File: src/rtl/fetch_pkg.sv
// Shared types and constants for the MIPS instruction-fetch stage.
package fetch_pkg;

  typedef enum logic [1:0] {
    REQ    = 2'd0,
    HOLD   = 2'd1,
    SQUASH = 2'd2
  } fetch_state_t;

  localparam logic [31:0] PC_INC    = 32'd4;
  localparam logic [31:0] NOP_INSTR = 32'h0000_0000;

  // Branch targets are word addresses; the low two bits carry no meaning.
  function automatic logic [31:0] align_word(input logic [31:0] a);
    return a & 32'hFFFF_FFFC;
  endfunction

endpackage

File: src/rtl/fetch_if.sv
// Instruction-memory request/acknowledge bus between fetch stage and memory.
interface fetch_if;

  logic        imem_req;
  logic [31:0] imem_addr;
  logic        imem_ack;
  logic [31:0] imem_rdata;

  modport master (output imem_req, output imem_addr, input imem_ack, input imem_rdata);
  modport slave  (input imem_req, input imem_addr, output imem_ack, output imem_rdata);

endinterface

File: src/rtl/fetch_stage_ifid_reg.sv
// IF/ID pipeline register: flush beats hold, hold beats load, otherwise a bubble.
module ifid_reg
  import fetch_pkg::*;
(
  input  logic        i_clk,
  input  logic        i_rst_n,
  input  logic        i_flush,
  input  logic        i_hold,
  input  logic        i_load,
  input  logic [31:0] i_instr,
  input  logic [31:0] i_pc4,
  output logic        o_valid,
  output logic [31:0] o_instr,
  output logic [31:0] o_pc4
);

  logic        r_valid;
  logic [31:0] r_instr;
  logic [31:0] r_pc4;

  // Pipeline register update with flush/hold/load priority.
  always_ff @(posedge i_clk) begin
    if (!i_rst_n) begin
      r_valid <= 1'b0;
      r_instr <= NOP_INSTR;
      r_pc4   <= 32'd0;
    end else if (i_flush) begin
      r_valid <= 1'b0;
    end else if (i_hold) begin
      r_valid <= r_valid;
    end else if (i_load) begin
      r_valid <= 1'b1;
      r_instr <= i_instr;
      r_pc4   <= i_pc4;
    end else begin
      r_valid <= 1'b0;
    end
  end

  assign o_valid = r_valid;
  assign o_instr = r_instr;
  assign o_pc4   = r_pc4;

endmodule

File: src/rtl/fetch_stage.sv
// Instruction-fetch stage: PC, req/ack fetch FSM, stall/redirect handling, IF/ID register.
module fetch_stage
  import fetch_pkg::*;
#(
  parameter logic [31:0] RESET_PC = 32'h0000_0000
) (
  input  logic        inclk,
  input  logic        inrst_n,
  fetch_if.master     imem,
  input  logic        stall,
  input  logic        redirect,
  input  logic [31:0] redirect_pc,
  output logic [31:0] pc,
  output logic        ifid_valid,
  output logic [31:0] ifid_instr,
  output logic [31:0] ifid_pc4
);

  fetch_state_t r_state;
  fetch_state_t w_state_nxt;
  logic [31:0]  r_pc;
  logic [31:0]  r_hold_instr;
  logic [31:0]  r_pending;
  logic [31:0]  w_pc_nxt;
  logic [31:0]  w_pc_inc;
  logic [31:0]  w_redir_pc;
  logic [31:0]  w_ifid_instr;
  logic         w_ifid_load;
  logic         w_hold_ld;
  logic         w_pend_ld;

  assign w_redir_pc = align_word(redirect_pc);
  assign w_pc_inc   = r_pc + PC_INC;

  // State register.
  always_ff @(posedge inclk) begin
    if (!inrst_n) begin
      r_state <= REQ;
    end else begin
      r_state <= w_state_nxt;
    end
  end

  // Next-state logic; a redirect always wins over a stall.
  always_comb begin
    w_state_nxt = r_state;
    case (r_state)
      REQ: begin
        if (imem.imem_ack) begin
          if (redirect)   w_state_nxt = REQ;
          else if (stall) w_state_nxt = HOLD;
          else            w_state_nxt = REQ;
        end else if (redirect) begin
          w_state_nxt = SQUASH;
        end else begin
          w_state_nxt = REQ;
        end
      end
      SQUASH: begin
        if (imem.imem_ack) w_state_nxt = REQ;
        else               w_state_nxt = SQUASH;
      end
      HOLD: begin
        if (redirect || !stall) w_state_nxt = REQ;
        else                    w_state_nxt = HOLD;
      end
      default: w_state_nxt = REQ;
    endcase
  end

  // Datapath controls: PC update, hold/pending capture and IF/ID load.
  always_comb begin
    w_pc_nxt     = r_pc;
    w_ifid_load  = 1'b0;
    w_hold_ld    = 1'b0;
    w_pend_ld    = 1'b0;
    w_ifid_instr = (r_state == HOLD) ? r_hold_instr : imem.imem_rdata;
    case (r_state)
      REQ: begin
        if (imem.imem_ack) begin
          if (redirect) begin
            w_pc_nxt = w_redir_pc;
          end else if (!stall) begin
            w_pc_nxt    = w_pc_inc;
            w_ifid_load = 1'b1;
          end else begin
            w_hold_ld = 1'b1;
          end
        end else if (redirect) begin
          w_pend_ld = 1'b1;
        end else begin
          w_pc_nxt = r_pc;
        end
      end
      SQUASH: begin
        // The in-flight fetch is obsolete; wait for its ack before moving the PC.
        if (imem.imem_ack) begin
          w_pc_nxt = redirect ? w_redir_pc : r_pending;
        end else if (redirect) begin
          w_pend_ld = 1'b1;
        end else begin
          w_pc_nxt = r_pc;
        end
      end
      HOLD: begin
        if (redirect) begin
          w_pc_nxt = w_redir_pc;
        end else if (!stall) begin
          w_pc_nxt    = w_pc_inc;
          w_ifid_load = 1'b1;
        end else begin
          w_pc_nxt = r_pc;
        end
      end
      default: w_pc_nxt = r_pc;
    endcase
  end

  // PC, held instruction and pending redirect target.
  always_ff @(posedge inclk) begin
    if (!inrst_n) begin
      r_pc         <= RESET_PC;
      r_hold_instr <= 32'd0;
      r_pending    <= 32'd0;
    end else begin
      r_pc <= w_pc_nxt;
      if (w_hold_ld) r_hold_instr <= imem.imem_rdata;
      else           r_hold_instr <= r_hold_instr;
      if (w_pend_ld) r_pending <= w_redir_pc;
      else           r_pending <= r_pending;
    end
  end

  assign imem.imem_req  = inrst_n && (r_state != HOLD);
  assign imem.imem_addr = r_pc;
  assign pc             = r_pc;

  ifid_reg u_ifid (
    .i_clk   (inclk),
    .i_rst_n (inrst_n),
    .i_flush (redirect),
    .i_hold  (stall),
    .i_load  (w_ifid_load),
    .i_instr (w_ifid_instr),
    .i_pc4   (w_pc_inc),
    .o_valid (ifid_valid),
    .o_instr (ifid_instr),
    .o_pc4   (ifid_pc4)
  );

endmodule

File: src/flat_wrapper.sv
// flat-port wrapper written by rule: the top's interface ports become plain ports
module fetch_stage_flat import fetch_pkg::*;
#(
  parameter logic [31:0] RESET_PC = 32'h0000_0000
)
  (inclk, inrst_n, stall, redirect, redirect_pc, pc, ifid_valid, ifid_instr, ifid_pc4, imem_imem_req, imem_imem_addr, imem_imem_ack, imem_imem_rdata);
  fetch_if imem_i ();
  input  logic inclk;
  input  logic inrst_n;
  input  logic stall;
  input  logic redirect;
  input  logic [31:0] redirect_pc;
  output logic [31:0] pc;
  output logic ifid_valid;
  output logic [31:0] ifid_instr;
  output logic [31:0] ifid_pc4;
  output wire logic [$bits(imem_i.imem_req)-1:0] imem_imem_req;
  output wire logic [$bits(imem_i.imem_addr)-1:0] imem_imem_addr;
  input wire logic [$bits(imem_i.imem_ack)-1:0] imem_imem_ack;
  input wire logic [$bits(imem_i.imem_rdata)-1:0] imem_imem_rdata;
  assign imem_imem_req = imem_i.imem_req;
  assign imem_imem_addr = imem_i.imem_addr;
  assign imem_i.imem_ack = imem_imem_ack;
  assign imem_i.imem_rdata = imem_imem_rdata;
  fetch_stage #(.RESET_PC(RESET_PC)) u_core (.inclk(inclk), .inrst_n(inrst_n), .imem(imem_i), .stall(stall), .redirect(redirect), .redirect_pc(redirect_pc), .pc(pc), .ifid_valid(ifid_valid), .ifid_instr(ifid_instr), .ifid_pc4(ifid_pc4));
endmodule
File: config.mk
export PLATFORM = sky130hd
export DESIGN_NAME = fetch_stage_flat
export DESIGN_NICKNAME = d
export VERILOG_FILES = /design/src/rtl/fetch_pkg.sv /design/src/rtl/fetch_if.sv /design/src/rtl/fetch_stage_ifid_reg.sv /design/src/rtl/fetch_stage.sv /design/src/flat_wrapper.sv
export SDC_FILE = /design/constraint.sdc
export NUM_CORES = 1
export LEC_CHECK = 0
export ABC_CLOCK_PERIOD_IN_PS = 2000
export BUFFER_PORTS_ARGS = -buffer_cell sky130_fd_sc_hd__buf_2
export CAP_MARGIN = 15
export CORE_MARGIN = 10
export CORE_UTILIZATION = 38
export DETAILED_ROUTE_END_ITERATION = 10
export PLACE_DENSITY = 0.64
export SKIP_CTS_REPAIR_TIMING = 1
export SLEW_MARGIN = 0
export SYNTH_ARGS = -nofsm -noshare
export SYNTH_HDL_FRONTEND = slang
export SYNTH_SLANG_ARGS = --single-unit
File: constraint.sdc
create_clock -name inclk -period 2 [get_ports inclk]
set_input_delay 0.4 -clock inclk [delete_from_list [all_inputs] [get_ports inclk]]
set_output_delay 0.4 -clock inclk [all_outputs]
set_load 0.05 [all_outputs]
### Word level (Yosys, flattened, before mapping)

Index checks and enable logic that the tools add are counted.

* output and inout port bits: 130
* bits of input ports: 69
* logic and storage cells: 51
* bits in registers: 161

* $add $sub $neg: 1
* bitwise gates (word level): 3
* reduce and logical (&&, ||, !) cells: 9
* muxes and demuxes: 26
* equality and inequality tests: 5

Operator list (number)
* $mux 32: 6
* $pmux 32 s3: 1
* $add 32x3->32 const B: 1
* $mux 1: 13
* $mux 2: 4
* $pmux 2 s3: 1
* $reduce_and 3->1: 2
* $ne 2x2->1 const B: 2
* $reduce_or 2->1: 2
* $not 1->1: 3
* $reduce_bool 3->1: 1
* $eq 2x1->1 const B: 1
* $eq 2x2->1 const B: 1
* $logic_not 2->1: 1
* $ne 2x1->1 const B: 1
* $pmux 1 s2: 1
* $logic_and 1x1->1: 1
* $logic_not 1->1: 1
* $logic_or 1x1->1: 1

### Longest topological paths before layout

Gate-level depths: netlist of the first run.

* word-level depth: 5
* depth in mapped cells: 8
* gate-level depth less buffers: 6

### Cells and area by module

From an unflattened synthesis of the first run, not the netlist that was laid out.

* cells, all modules: 1046
* area, all modules: 8431.8 um^2

By module, submodules not included
* fetch_stage: cells an instance 765, area an instance 5779.3 um^2, instances 1
* ifid_reg: cells an instance 281, area an instance 2652.5 um^2, instances 1

### Worst setup path before layout of the first run

OpenSTA, ideal clock, no wires.

* kind: reg2reg
* start: register u_core.r_pc[2], in the netlist u_core.imem.imem_addr[2]
* end: register u_core.r_pc[28], in the netlist u_core.imem.imem_addr[28]
* library setup time: 64 ps
* required time: 1936 ps
* setup slack: -458 ps
* stages on the path, launching flop included: 7
* arrival: 2394 ps
* period minus slack after synthesis: 2458 ps
* cell sequence: dfxtp_1 -> ha_1 -> nand4_1 -> or3_4 -> or3b_4 -> or3_1 -> nand3_1

* cells in the longest elaborated chain, start to end: 5

RTL lines
* from (decl): line fetch_stage.sv:21 `logic [31:0] r_pc;`
* from (signal assigned): line fetch_stage.sv:126 `r_pc <= w_pc_nxt;`
* $add 32x3->32 *: line fetch_stage.sv:33 `assign w_pc_inc = r_pc + PC_INC;`
* $mux 32 *: line fetch_stage.sv:83, fetch_stage.sv:108
* $mux 32 *: line fetch_stage.sv:81 `if (redirect) begin`
* $mux 32: line fetch_stage.sv:80 `if (imem.imem_ack) begin`
* $pmux 32 s3 *: line fetch_stage.sv:78 `case (r_state)`

Every way passes the cells marked *; elsewhere a longest branch is shown, timed or not. The select of a mux whose other input is x is not followed.
A chain may end at the register's enable or synchronous reset.

### Worst setup path after layout of the first run

* start: register u_core.r_pc[12], in the netlist u_core.imem.imem_addr[12]
* end: register u_core.r_pc[22], in the netlist u_core.imem.imem_addr[22]

The elaborated chain is that of the path after synthesis.

==> results of run 1 <==
==> metal layers <==
metal / share of wire [%] / vias to the layer above / GRT usage, %
met5: 0.14 / - / 0
met4: 1.9 / 6 / 6.192
met3: 7.4 / 33 / 5.656
met2: 44 / 222 / 27.24
met1: 46 / 3280 / 24.14
li1: - / 3591 / -
==> critical path, stage by stage (launching register included) <==
cell,delay [ps]
dfxtp_4,410
nand4_4,180
or3_4,470
o41a_1,470
o221ai_1,190
a21oi_1,90
==> metrics by stage <==
stage,instances,cell area [um^2]
2_1_floorplan,945,7505
3_3_place_gp,1350,8801
3_5_place_dp,1350,8801
4_1_cts,1382,9475
5_1_grt,1383,9489
6_report,1384,9492
==> synthesized netlist by cell type, drive strengths merged (11+ instances only) <==
| library cell | n | share of area (%) |
|---|---|---|
| a211oi | 48 | 4.9 |
| a21oi | 115 | 7.8 |
| buf | 47 | 4.3 |
| clkbuf | 62 | 3.1 |
| dfxtp | 157 | 42 |
| mux2i | 35 | 4.7 |
| nand2 | 186 | 9.4 |
| nand3 | 20 | 1.3 |
| nor2 | 72 | 3.6 |
| nor3 | 12 | 0.81 |
| nor4 | 11 | 1.2 |
| o211ai | 12 | 1.2 |
| o21ai | 50 | 3.4 |
| xnor2 | 11 | 1.3 |
| xor2 | 14 | 1.7 |
==> layout make-up <==
cell class / count / area [um^2]
Multi-Input combinational cell: 673 / 3764
Fill cell: 1890 / 9843
Timing Repair Buffer: 249 / 1506
Clock buffer: 20 / 467.9
Antenna cell: 2 / 5.005
Tap cell: 265 / 331.6
Inverter: 6 / 23.77
Clock inverter: 12 / 206.4
Sequential cell: 157 / 3187
==> cell usage in the layout (no fill, tap or decap), types with 5 or more instances in the layout <==
master / Yosys / routed
buf_2: 5 / 190
nand2_1: 186 / 186
dfxtp_1: 157 / 132
a21oi_1: 115 / 115
nor2_1: 72 / 71
buf_4: 36 / 50
o21ai_0: 50 / 48
a211oi_1: 47 / 47
mux2i_1: 35 / 35
nand3_1: 20 / 20
dfxtp_2: 0 / 20
clkbuf_16: 0 / 18
xor2_1: 14 / 14
o211ai_1: 12 / 12
nor3_1: 12 / 11
xnor2_1: 11 / 11
nor4_1: 9 / 9
buf_12: 0 / 9
and3_1: 8 / 8
nand4_1: 8 / 8
a31oi_1: 7 / 7
o22ai_1: 6 / 6
conb_1: 1 / 6
bufinv_16: 0 / 5
dfxtp_4: 0 / 5
==> worst paths after layout <==
| path | to | cells after the start | startpoint |
|---|---|---|---|
| worst max-delay path | u_core.imem.imem_addr[22]$_SDFFE_PN0P_ | 5 | u_core.imem.imem_addr[12]$_SDFFE_PN0P_ |
| worst min-delay path | u_core.r_hold_instr[9]$_SDFFE_PN0P_ | 3 | imem_imem_rdata[9] |
| worst max register to register | u_core.imem.imem_addr[22]$_SDFFE_PN0P_ | 5 | u_core.imem.imem_addr[12]$_SDFFE_PN0P_ |
| worst min register to register | u_core.r_pending[17]$_SDFFE_PN0P_ | 2 | u_core.r_pending[17]$_SDFFE_PN0P_ |
==> cells by family (layout without fill, tap and decap cells) <==
kind of cell,Yosys count,after routing,synth area share [%]
and+or+nand+nor,342,342,20.60
AOI/OAI and AO/OA,263,263,21.29
DFF,157,157,42.35
buffers and inverters,115,287,7.721
muxes,36,36,4.872
xor gates and xnor gates,25,25,2.950
adders and majority gates,1,1,0.1686
other,1,8,0.05052
==> power by group through the flow <==
stage,Sequential (mW),Clock [mW],Combinational (mW)
4_1_cts,3.41,3.75,1.60
5_1_grt,3.43,3.85,1.72
2_1_floorplan,3.85,0,0.759
3_3_place_gp,3.47,0,1.59
3_5_place_dp,3.47,0,1.60
6_report,3.41,3.67,1.60
==> registers in the layout, summed over array words and instances, names as in the netlist <==
register,count
u_core.r_pending,30
u_core.u_ifid.o_valid,1
u_core.r_state,2
u_core.r_hold_instr,32
u_core.u_ifid.o_instr,32
u_core.imem.imem_addr,30
u_core.u_ifid.o_pc4,30
==> results.sh, run 1 <==
export IMPL_outcome="finished, final reports clean"
export IMPL_pwr_share_clk_pct=42.3
export IMPL_syn_avg_cell_area_um2=7.896
export IMPL_final_period_utilization_pct=95.89
export IMPL_cts_buffers=17
export IMPL_yosysWarnings=0
export IMPL_final_util_pct=49.09
export IMPL_syn_cell_area_um2=7422
export IMPL_finalPower_mw=8.672
export IMPL_seqPwrFrac_pct=39.3
export IMPL_required_ps=2320
export IMPL_row_count=51
export IMPL_hold_ws_ps=209.9
export IMPL_port_buffers=190
export IMPL_drtPass1Iterations=5
export IMPL_endpoint_kind="flip-flop"
export IMPL_hold_viol=0
export IMPL_clk_pin_slew_ps=70
export IMPL_ios=199
export IMPL_drtIter0Drc=530
export IMPL_drc_errors=0
export IMPL_place_hpwl_um=17440
export IMPL_fin_worst_skew_ps=10.66
export IMPL_setup_viol=0
export IMPL_synth_cells=940
export IMPL_fp_dieW_um=159.8
export IMPL_grt_max_degree=65
export IMPL_core_um2=19330
export IMPL_synth_edf_count=0
export IMPL_grt_ovfl_total=0
export IMPL_clkSinkCount=157
export IMPL_fmax_mhz=521.4
export IMPL_ys_flop_type="dfxtp_1"
export IMPL_criticalPathCategory="reg2reg"
export IMPL_rsz0062_at_grt="false"
export IMPL_swShare_pct=29.95
export IMPL_routabilityCongestion=0.8709
export IMPL_grt_first_pass_wirelength_um=37480
export IMPL_relSlewSlack_pct=64.93
export IMPL_cp_start_kind="flip-flop"
export IMPL_synth_seq_cells=157
export IMPL_nets=1174
export IMPL_reg2reg_slack_ps=80
export IMPL_area_delta_synth_final_pct=27.88
export IMPL_cts_tree="yes"
export IMPL_dpl_worst_slack_ps=-10.12
export IMPL_tightest_slew_ps=521.3
export IMPL_maxSlewViolCount=0
export IMPL_synth_async_reset_ratio_pct=0
export IMPL_antenna_found_initial=5
export IMPL_period_needed_ps=1918
export IMPL_vias=7132
export IMPL_cts_buffer_depth=2
export IMPL_maxCapViolCount=0
export IMPL_hold_path_class="in2reg"
export IMPL_setup_tns_ps=0
export IMPL_start_util_pct=38.39
export IMPL_synth_cell_type_count=64
export IMPL_avgRoutedWirePerCell_um=17.27
export IMPL_powerDensity_nw_per_um2=913.6
export IMPL_power_switching_mw=2.598
export IMPL_cp_max_fo=8
export IMPL_ant_nets=0
export IMPL_worstSkewPairLatency_ps=430
export IMPL_drive_above_1_share_pct=28.92
export IMPL_grt_pass1_vias=6507
export IMPL_wl_um=23900
export IMPL_die_y_um=159.8
export IMPL_groute_usage_overall_pct=18.17
export IMPL_viasPerCell=5.153
export IMPL_htreeDepth=4
export IMPL_vdd_drop_max_uv=610.4
export IMPL_internal_power_mw=6.074
export IMPL_power_leakage_nw=4.095
export IMPL_ys_seq_area_share_pct=42.35
export IMPL_power_frac_comb_pct=18.4
export IMPL_critPathArrivalTime_ps=2230
export IMPL_dieArea_um2=25520
export IMPL_cts_root_buf="clkbuf_16"
export IMPL_setup_ws_ps=82.13
No activity file was read; power rests on OpenSTA's default activity.
==> inputs of run 2 (changes only) <==
--- a/config.mk
+++ b/config.mk
@@ -8,10 +8,12 @@
 export ABC_CLOCK_PERIOD_IN_PS = 2000
 export BUFFER_PORTS_ARGS = -buffer_cell sky130_fd_sc_hd__buf_2
 export CAP_MARGIN = 15
+export CELL_PAD_IN_SITES_DETAIL_PLACEMENT = 1
+export CELL_PAD_IN_SITES_GLOBAL_PLACEMENT = 1
 export CORE_MARGIN = 10
-export CORE_UTILIZATION = 38
+export CORE_UTILIZATION = 34
 export DETAILED_ROUTE_END_ITERATION = 10
-export PLACE_DENSITY = 0.64
+export PLACE_DENSITY = 0.76
 export SKIP_CTS_REPAIR_TIMING = 1
 export SLEW_MARGIN = 0
 export SYNTH_ARGS = -nofsm -noshare
==> run 2 against run 1 <==
Maximum frequency down 1.7%. Largest cell class unchanged. Core utilization down 4.3 points. Register-to-register slack worse by 30 ps. Non-clock buffer count rose by 10. Clock-buffer cell count fell by 2. Power shrank 4.6%. Setup slack got worse by 33 ps.
==> results.sh, run 2 (synthesis results as in run 1) <==
export IMPL_endpoint="u_core.imem.imem_addr[28]$_SDFFE_PN0P_"
export IMPL_core_um2=21220
export IMPL_drtPass1Iterations=5
export IMPL_finalNonFillerCells=1404
export IMPL_most_common_layout_cells="189 x buf_2, 186 x nand2_1, 133 x dfxtp_1"
export IMPL_row_count=53
export IMPL_outcome="finished, final reports clean"
export IMPL_grt_pass1_vias=7380
export IMPL_finalPower_mw=8.271
export IMPL_ios=199
export IMPL_cts_buffers=17
export IMPL_cp_max_fo=4
export IMPL_place_hpwl_um=20170
export IMPL_dp_cells=1370
export IMPL_ant_nets=0
export IMPL_relSlewSlack_pct=60.50
export IMPL_dpl_worst_slack_ps=56.15
export IMPL_routabilityCongestion=0.8985
export IMPL_grt_max_degree=60
export IMPL_highest_layer="met5"
export IMPL_drt_met1_wl_um=12520
export IMPL_drc_errors=0
export IMPL_vias=7370
export IMPL_avgRoutedWirePerCell_um=19.29
export IMPL_cp_start_kind="flip-flop"
export IMPL_power_leakage_nw=4.117
export IMPL_wl_um=27080
export IMPL_critPathArrivalTime_ps=2310
export IMPL_maxCapViolCount=0
export IMPL_criticalPathCategory="reg2reg"
export IMPL_nets=1184
export IMPL_fin_worst_skew_ps=12.54
export IMPL_htreeDepth=4
export IMPL_setup_viol=0
export IMPL_viasPerCell=5.249
export IMPL_hold_viol=0
export IMPL_reg2reg_slack_ps=50
export IMPL_area_delta_synth_final_pct=28.09
export IMPL_dieArea_um2=28140
export IMPL_powerDensity_nw_per_um2=870.0
export IMPL_maxSlewViolCount=0
export IMPL_final_common_cell="buf_2"
export IMPL_required_ps=2360
export IMPL_endpoint_kind="flip-flop"
export IMPL_tightest_slew_ps=590.3
export IMPL_hold_path_class="in2reg"
export IMPL_met3WireLength_um=1626
export IMPL_worstSkewPairLatency_ps=430
export IMPL_period_needed_ps=1950
export IMPL_drtIter0Drc=599
export IMPL_fp_dieW_um=167.8
export IMPL_routed_wl_met2_um=12410
export IMPL_worst_r2r_path_depth=6
export IMPL_grt_first_pass_wirelength_um=43040
export IMPL_clkSinkCount=157
export IMPL_critPathLaunch="u_core.imem.imem_addr[3]$_SDFFE_PN0P_"
export IMPL_setup_ws_ps=49.57
export IMPL_drive_above_1_share_pct=29.55
export IMPL_final_period_utilization_pct=97.52
export IMPL_clk_pin_slew_ps=70
export IMPL_groute_usage_overall_pct=18.76
export IMPL_port_buffers=190
export IMPL_n_fill_cell=2625
export IMPL_start_util_pct=34.98
export IMPL_hold_ws_ps=215.3
export IMPL_vdd_drop_max_uv=456.1
export IMPL_cts_root_buf="clkbuf_16"
export IMPL_die_y_um=167.8
export IMPL_fmax_mhz=512.7
export IMPL_r2r_end="u_core.imem.imem_addr[28]$_SDFFE_PN0P_"
export IMPL_cts_tree="yes"
export IMPL_grt_ovfl_total=0
export IMPL_regToRegStartpoint="u_core.imem.imem_addr[3]$_SDFFE_PN0P_"
export IMPL_antenna_found_initial=3
export IMPL_cts_buffer_depth=2
==> run 2: changes by cell type in the layout (fill, tap and decap cells not counted), sizes merged <==
cell | before | now
bufinv | 5 | 1
inv | 5 | 10
clkbuf | 20 | 18
buf | 249 | 259
clkinvlp | 1 | 2
==> run 2: critical path: stages, from the launching register on <==
cell	delay (ps)
dfxtp_4	360
ha_4	130
nand4_1	120
or3_4	460
or3b_4	410
or3_1	320
nand3_1	90
==> run 2: power by group <==
group	total, mW	switching, mW	leakage (nW)	internal (mW)
combinational	1.66	1.20	2.55	0.466
clock	3.21	1.45	0.279	1.76
sequential	3.39	0.105	1.29	3.29
total	8.27	2.75	4.12	5.52
==> run 2: final cells by class <==
class                           instances  area (um^2)  area share (%)
Sequential cell                       157         3186           33.51
Clock buffer                           18        429.2           4.514
Clock inverter                         14        153.9           1.619
Antenna cell                            2        5.005         0.05265
Tap cell                              275        344.1           3.619
Multi-Input combinational cell        673         3781           39.77
Timing Repair Buffer                  259         1584           16.66
Inverter                                6        23.77          0.2501
==> run 2: how the worst min path moves through the flow <==
stage / startpoint / to / cells past startpoint
finish: imem_imem_rdata[24] / u_core.r_hold_instr[24]$_SDFFE_PN0P_ / 3
global route: imem_imem_rdata[13] / u_core.r_hold_instr[13]$_SDFFE_PN0P_ / 3
CTS: imem_imem_rdata[24] / u_core.r_hold_instr[24]$_SDFFE_PN0P_ / 3
detailed placement: u_core.r_hold_instr[12]$_SDFFE_PN0P_ / u_core.r_hold_instr[12]$_SDFFE_PN0P_ / 2
global placement: u_core.r_pending[17]$_SDFFE_PN0P_ / u_core.r_pending[17]$_SDFFE_PN0P_ / 2
floorplan: u_core.r_pending[14]$_SDFFE_PN0P_ / u_core.r_pending[14]$_SDFFE_PN0P_ / 2
==> run 2: per-stage QoR <==
step,utilization (%),TNS (ps),area [um^2]
floorplan,-,-44.83,7505
global placement,41.89,0,8889
detailed placement,41.89,0,8889
CTS,44.63,-1.751,9472
global route,44.78,-3.492,9502
finish,44.80,0,9507
==> run 2: metal layers <==
| layer | track usage (%) | vias up |
|---|---|---|
| li1 | - | 3598 |
| met2 | 29.01 | 207 |
| met1 | 25.18 | 3525 |
| met5 | 0 | - |
| met4 | 5.299 | 4 |
| met3 | 4.775 | 36 |
